**src/rtl/kf8237_channel_address_counter.sv**
```systemverilog
`default_nettype none
// ============================================================================
// Module   : kf8237_channel_address_counter
// Brief    : KF8237 per-channel base/current address and word-count registers,
//            shared CPU byte pointer, per-transfer stepping and terminal count.
// Revision : 1.0 - initial release
// ============================================================================
module kf8237_channel_address_counter #(
    parameter int CHANNELS = 4
) (
    input  logic                clock,
    input  logic                reset,
    input  logic [7:0]          internal_data_bus,
    input  logic [CHANNELS-1:0] write_base_and_current_address,
    input  logic [CHANNELS-1:0] write_base_and_current_word_count,
    input  logic                clear_byte_pointer,
    input  logic                master_clear,
    input  logic [CHANNELS-1:0] read_current_address,
    input  logic [CHANNELS-1:0] read_current_word_count,
    input  logic [1:0]          dma_channel,
    input  logic                next_word,
    input  logic [CHANNELS-1:0] address_decrement,
    input  logic [CHANNELS-1:0] autoinitialize,
    output logic [7:0]          read_data,
    output logic [15:0]         transfer_address,
    output logic [CHANNELS-1:0] terminal_count
);

    logic [15:0]         r_base_addr  [CHANNELS];
    logic [15:0]         r_cur_addr   [CHANNELS];
    logic [15:0]         r_base_count [CHANNELS];
    logic [15:0]         r_cur_count  [CHANNELS];
    logic                r_byte_pointer;
    logic                r_read_prev;
    logic [CHANNELS-1:0] r_terminal_count;

    logic [15:0]         w_base_addr_nxt  [CHANNELS];
    logic [15:0]         w_cur_addr_nxt   [CHANNELS];
    logic [15:0]         w_base_count_nxt [CHANNELS];
    logic [15:0]         w_cur_count_nxt  [CHANNELS];
    logic [CHANNELS-1:0] w_tc;
    logic                w_read_any;
    logic                w_write_any;
    logic                w_read_done;
    logic                w_byte_pointer_nxt;
    logic [7:0]          w_read_data;

    assign w_read_any  = |{read_current_address, read_current_word_count};
    assign w_write_any = |{write_base_and_current_address, write_base_and_current_word_count};
    assign w_read_done = r_read_prev & ~w_read_any;

    // Clear wins over a toggle; a coincident write already used the old pointer.
    always_comb begin
        w_byte_pointer_nxt = r_byte_pointer;
        if (clear_byte_pointer || master_clear) begin
            w_byte_pointer_nxt = 1'b0;
        end else if (w_write_any || w_read_done) begin
            w_byte_pointer_nxt = ~r_byte_pointer;
        end
    end

    // Transfer stepping first, then the CPU byte write overlays its byte only.
    always_comb begin
        for (int c = 0; c < CHANNELS; c++) begin
            w_tc[c]             = 1'b0;
            w_base_addr_nxt[c]  = r_base_addr[c];
            w_cur_addr_nxt[c]   = r_cur_addr[c];
            w_base_count_nxt[c] = r_base_count[c];
            w_cur_count_nxt[c]  = r_cur_count[c];

            if (next_word && (int'(dma_channel) == c)) begin
                w_cur_addr_nxt[c]  = address_decrement[c] ? (r_cur_addr[c] - 16'd1)
                                                          : (r_cur_addr[c] + 16'd1);
                w_cur_count_nxt[c] = r_cur_count[c] - 16'd1;
                if (r_cur_count[c] == 16'h0000) begin
                    w_tc[c] = 1'b1;
                    if (autoinitialize[c]) begin
                        w_cur_addr_nxt[c]  = r_base_addr[c];
                        w_cur_count_nxt[c] = r_base_count[c];
                    end
                end
            end

            if (write_base_and_current_address[c]) begin
                if (r_byte_pointer) begin
                    w_base_addr_nxt[c][15:8] = internal_data_bus;
                    w_cur_addr_nxt[c][15:8]  = internal_data_bus;
                end else begin
                    w_base_addr_nxt[c][7:0]  = internal_data_bus;
                    w_cur_addr_nxt[c][7:0]   = internal_data_bus;
                end
            end

            if (write_base_and_current_word_count[c]) begin
                if (r_byte_pointer) begin
                    w_base_count_nxt[c][15:8] = internal_data_bus;
                    w_cur_count_nxt[c][15:8]  = internal_data_bus;
                end else begin
                    w_base_count_nxt[c][7:0]  = internal_data_bus;
                    w_cur_count_nxt[c][7:0]   = internal_data_bus;
                end
            end
        end
    end

    always_comb begin
        w_read_data = 8'h00;
        for (int c = 0; c < CHANNELS; c++) begin
            if (read_current_address[c]) begin
                w_read_data = w_read_data |
                    (r_byte_pointer ? r_cur_addr[c][15:8] : r_cur_addr[c][7:0]);
            end
            if (read_current_word_count[c]) begin
                w_read_data = w_read_data |
                    (r_byte_pointer ? r_cur_count[c][15:8] : r_cur_count[c][7:0]);
            end
        end
    end

    always_ff @(negedge clock or posedge reset) begin
        if (reset) begin
            for (int c = 0; c < CHANNELS; c++) begin
                r_base_addr[c]  <= 16'h0000;
                r_cur_addr[c]   <= 16'h0000;
                r_base_count[c] <= 16'h0000;
                r_cur_count[c]  <= 16'h0000;
            end
            r_byte_pointer   <= 1'b0;
            r_read_prev      <= 1'b0;
            r_terminal_count <= '0;
        end else begin
            for (int c = 0; c < CHANNELS; c++) begin
                r_base_addr[c]  <= w_base_addr_nxt[c];
                r_cur_addr[c]   <= w_cur_addr_nxt[c];
                r_base_count[c] <= w_base_count_nxt[c];
                r_cur_count[c]  <= w_cur_count_nxt[c];
            end
            r_byte_pointer   <= w_byte_pointer_nxt;
            r_read_prev      <= w_read_any;
            r_terminal_count <= w_tc;
        end
    end

    assign read_data        = w_read_data;
    assign transfer_address = r_cur_addr[dma_channel];
    assign terminal_count   = r_terminal_count;

endmodule
`default_nettype wire
```
**config.mk**
```make
export PLATFORM = sky130hd
export DESIGN_NAME = kf8237_channel_address_counter
export DESIGN_NICKNAME = d
export VERILOG_FILES = /design/src/rtl/kf8237_channel_address_counter.sv
export SDC_FILE = /design/constraint.sdc
export NUM_CORES = 1
export LEC_CHECK = 0
export ABC_AREA = 1
export CAP_MARGIN = 10
export CORE_MARGIN = 2
export CORE_UTILIZATION = 55
export CTS_BUF_LIST = sky130_fd_sc_hd__clkbuf_4 sky130_fd_sc_hd__clkbuf_8
export DETAILED_ROUTE_END_ITERATION = 16
export PLACE_DENSITY_LB_ADDON = 0.25
export SLEW_MARGIN = 20
export SYNTH_ARGS = -nofsm -noshare
export SYNTH_HDL_FRONTEND = slang
export SYNTH_SLANG_ARGS = --single-unit
```
**constraint.sdc**
```tcl
create_clock -name clock -period 14.7 [get_ports clock]
set_input_delay 1.47 -clock clock [delete_from_list [all_inputs] [get_ports clock]]
set_output_delay 1.47 -clock clock [all_outputs]
set_load 0.01 [all_outputs]
```
# Word level (Yosys, flattened, before mapping)
# Index checks and enable logic that the tools add are counted.
totals:
  ff_bits: 262
  output_inout_bits: 28
  word_cells: 165
classes:
  add_sub_neg: 12
  n_lt_le_gt_ge: 1
  n_eq_ne: 3
  mux: 81
  bitwise: 11
  reduce_logical: 30
op_table:
  columns: ["op", "n"]
  rows:
  - ["16-bit two-way mux", 38]
  - ["8-bit two-way mux", 32]
  - ["16-bit by 1-bit subtractor with 16-bit output (second input constant)", 8]
  - ["16-bit by 1-bit adder with 16-bit output (second input constant)", 4]
  - ["16-bit zero test", 4]
  - ["8-bit OR", 7]
  - ["16-bit binary-select mux with 2-bit select", 1]
  - ["2-bit AND reduction", 16]
  - ["8-bit OR reduction", 2]
  - ["1-bit two-way mux", 10]
  - ["2-bit == test (second input constant)", 2]
  - ["1-bit logical AND", 4]
  - ["3-bit greater-or-equal comparator (second input constant)", 1]
  - ["2-bit inverter with 3-bit output", 1]
  - ["2-bit by 1-bit == test with 1-bit output (second input constant)", 1]
  - ["2-bit zero test", 1]
  - ["1-bit logical OR", 2]
  - ["1-bit inverter", 2]
  - ["2-bit nonzero test", 1]
  - ["1-bit AND", 1]

# Logic depth before layout (Yosys ltp)
logic_depth:
  word_depth: 16
  ltp_mapped: 14
  depth_no_buf: 14

==> results.py <==
metrics = {
    "worst_hold_path": {
        "min_from": "r_base_addr[49]",
        "hold_class": "reg -> reg",
    },
    "routing": {
        "topRoutingLayerUsed": "met5",
        "drc": 0,
        "num_vias": 18744,
        "wl_met1_mm": 25.4,
        "first_pass_iters": 6,
        "vias_per_cell": 5.61,
        "wl_per_cell_um": 17.6,
        "postRouteAntennaNets": 0,
        "wl_met3_mm": 4.73,
        "drtIter0Drc": 2138,
        "wl_met2_mm": 26.5,
        "wl_mm": 58.8,
    },
    "layout": {
        "stdcell_count": 3339,
        "fin_util": 0.614,
        "layout.nets": 2960,
        "area_growth_pct": 10.1,
        "drive_gt1_frac": 0.0578,
    },
    "yosys": {
        "synth_edf_count": 0,
        "synth_fa_ha_area_frac": 0.0445,
        "yosysSeqAreaShare": 0.351,
        "synthArstFlopShare": 1.00,
        "netlist_instances": 2826,
        "ys_types": 46,
        "synthesis.nets": 2929,
        "synthFlopType": "dfrtn_1",
        "yosysTopAreaCell": "dfrtn_1",
        "synth-xor-area-share": 0.0272,
        "synth_compound_area_frac": 0.129,
        "yosys_warnings": 0,
        "synthTopCellsByArea": "dfrtn_1, nand2_1, inv_1",
        "synth.mux.area_fraction": 0,
        "netlist.area_leader.share": 0.351,
        "synth_top_family_by_area": "simple AND/OR/NAND/NOR gates",
        "yosys.area_share.simple": 0.345,
        "syn_area_sq_um": 18700,
        "ys_ff_latch": 262,
        "avgSynthCellArea_sq_um": 6.60,
    },
    "clock_network": {
        "clk_path_buf_depth": 3,
        "cts_buffers": 48,
        "cts_resized": 0,
        "root_buffer": "clkbuf_8",
        "insertion_delay_ns": 0.57,
        "h-tree-depth": 2,
        "cts_num_sinks": 262,
        "cts_setup_buffers": 0,
        "holdBufCountCts": 0,
        "cts_tree": "done",
        "worst_setup_hold_path_clk_slew_ns": 0.04,
    },
    "die": {
        "die_w_um": 188,
        "initial_core_util": 0.558,
        "core-area_sq_um": 33400,
        "ios": 67,
        "fp.dieH_um": 188,
        "die_area_sq_um": 35400,
        "rows": 67,
    },
    "sta": {
        "fin_skew_ns": 0.0279,
        "final_hold_viol_count": 0,
        "setup_viol": 0,
        "tightest_slew_ns": 1.02,
        "final_max_slew_viol_count": 0,
        "tns_ns": 0,
        "slew_headroom": 0.318,
        "holdWs_ns": 0.417,
        "rsz0062_at_grt": "false",
    },
    "place": {
        "gp_congestion": 0.963,
        "portBuffers": 66,
        "hpwl_mm": 41.7,
        "dp_cells": 3255,
    },
    "power_and_ir_drop": {
        "pwr-share-clk": 0.283,
        "swShare": 0.394,
        "pwr-share-seq": 0.372,
        "ir_worst_vdd_v": 0.0000724,
        "p_int_mw": 1.63,
        "p_sw_mw": 1.06,
        "combPwrFrac": 0.345,
        "p_per_area_nw_per_um2": 131,
        "p_leak_nw": 11.2,
    },
    "critical_path": {
        "cp-startpoint": "r_byte_pointer",
        "critPathBufInv": 2,
        "end_kind": "output port",
        "slowest_delay_ns": 0.79,
        "crit_fanout": 102,
        "required_ns": 13.23,
        "cp_cell_sequence": "buf_4 -> a21oi_1 -> nor4_1 -> o2111ai_1 -> clkdlybuf4s50_1",
        "start_kind": "register",
        "cpMaxStageDelayCell": "buf_4",
        "cp_top_family": "buffers and inverters",
        "worstReg2RegStart": "r_byte_pointer",
        "worstPathArrival_ns": 10.90,
        "critical_path_class": "reg -> out",
    },
    "flow_run": {
        "cap_violations": 0,
    },
    "global_routing": {
        "antenna_found_initial": 4,
        "grt_first_pass_wirelength_mm": 93.8,
        "overflow": 0,
        "grt_max_degree": 140,
        "grt_use_total": 0.334,
        "grt_pass1_vias": 17261,
    },
    "status": {
        "status": "complete, no violations",
    },
}
==> through the flow <==
step	power [mW]	worst slack, ns	cell area, sq um
2_1_floorplan	1.62	2.57	18700
3_3_place_gp	1.88	2.70	19500
3_5_place_dp	1.91	2.70	19500
4_1_cts	2.67	2.38	20500
5_1_grt	2.86	2.28	20500
6_report	2.68	2.33	20500
==> worst min-delay path, cell delays in order, from the launching register on <==
cell	delay (ns)
dfrtn_1	0.40
nand2_1	0.05
nand2_1	0.05
==> logic make-up (layout without fill, tap and decap cells) <==
family                   after synthesis  after routing
XOR/XNOR                              58             58
adder cells (fa/ha/maj)               64             64
buffers and inverters                471            534
AND/OR/NAND/NOR                     1567           1567
other                                  0              2
flip-flops                           262            262
AO/OA/AOI/OAI                        404            404
==> path summary, 6_finish.rpt <==
path	end	slack, ns	cells after the start
worst max-delay path	read_data[0]	2.33	5
worst min-delay path	r_base_addr[49]	0.42	2
worst max register to register	r_cur_count[14]	11.88	6
worst min register to register	r_base_addr[49]	0.42	2
max in group asynchronous	r_base_addr[2]	4.52	4
min in group asynchronous	r_cur_addr[28]	8.74	3
==> cells in the final DEF, fill, tap and decap left out, types with 3 or more instances in the layout <==
master,n
inv_2,11
clkbuf_4,11
inv_6,3
nand4_2,3
buf_4,18
o211ai_1,50
xor2_1,36
a21oi_1,82
dfrtn_1,262
a311oi_1,7
xnor2_1,22
nand2_1,1123
o211ai_2,12
a31oi_1,3
nand3_1,177
nor2_1,162
nor3_1,16
and2_1,12
nor2_2,13
ha_1,60
nand3_2,6
o21ai_1,28
nor2_4,7
clkinv_2,4
nand2_2,6
clkbuf_8,61
nor4_1,5
a22oi_1,16
o221ai_1,10
nand4_1,31
o22ai_1,29
fa_1,4
inv_1,352
clkdlybuf4s50_1,66
o21ai_0,161
==> power groups by stage <==
stage	clock, mW	combinational (mW)	sequential (mW)
2_1_floorplan	0	0.678	0.945
3_3_place_gp	0	0.887	0.998
3_5_place_dp	0	0.909	1.00
4_1_cts	0.768	0.915	0.991
5_1_grt	0.799	1.05	1.01
6_report	0.759	0.926	0.998
==> cells in the mapped netlist (4+ instances only) <==
| library cell | number |
|---|---|
| clkbuf_1 | 52 |
| o211ai_2 | 12 |
| ha_1 | 60 |
| dfrtn_1 | 262 |
| a311oi_1 | 7 |
| a22oi_1 | 16 |
| inv_2 | 11 |
| nand2_1 | 1123 |
| nand3_2 | 6 |
| o21ai_1 | 28 |
| and2_1 | 12 |
| inv_1 | 353 |
| nand4_1 | 31 |
| o211ai_1 | 50 |
| o22ai_1 | 29 |
| xor2_1 | 36 |
| fa_1 | 4 |
| xnor2_1 | 22 |
| o221ai_1 | 10 |
| nor3_1 | 16 |
| o21ai_0 | 161 |
| buf_2 | 31 |
| nor2_4 | 7 |
| nor2_1 | 162 |
| nor4_1 | 5 |
| buf_4 | 6 |
| nand2_2 | 6 |
| a21oi_1 | 82 |
| nor2_2 | 13 |
| nand3_1 | 177 |
| buf_6 | 12 |
==> metal layers <==
metal / up-vias / global-route usage
met1: 8766 / 0.466
met2: 770 / 0.527
met5: - / 0
li1: 9089 / -
met3: 115 / 0.0499
met4: 4 / 0.128
==> registers in the layout, indices dropped and copies added, names as in the netlist <==
register / count
r_base_count: 64
r_cur_addr: 64
r_base_addr: 64
terminal_count: 4
r_read_prev: 1
r_byte_pointer: 1
r_cur_count: 64
==> layout make-up <==
type,instances,area [sq um]
antenna,2,5.00
clock buffer,72,922
clock inverter,10,114
fill,3093,12900
inverter,367,1380
multi-input combinational,2093,10200
sequential,262,6560
tap,448,561
timing repair buffer,85,816
No activity file was read; power rests on OpenSTA's default activity.
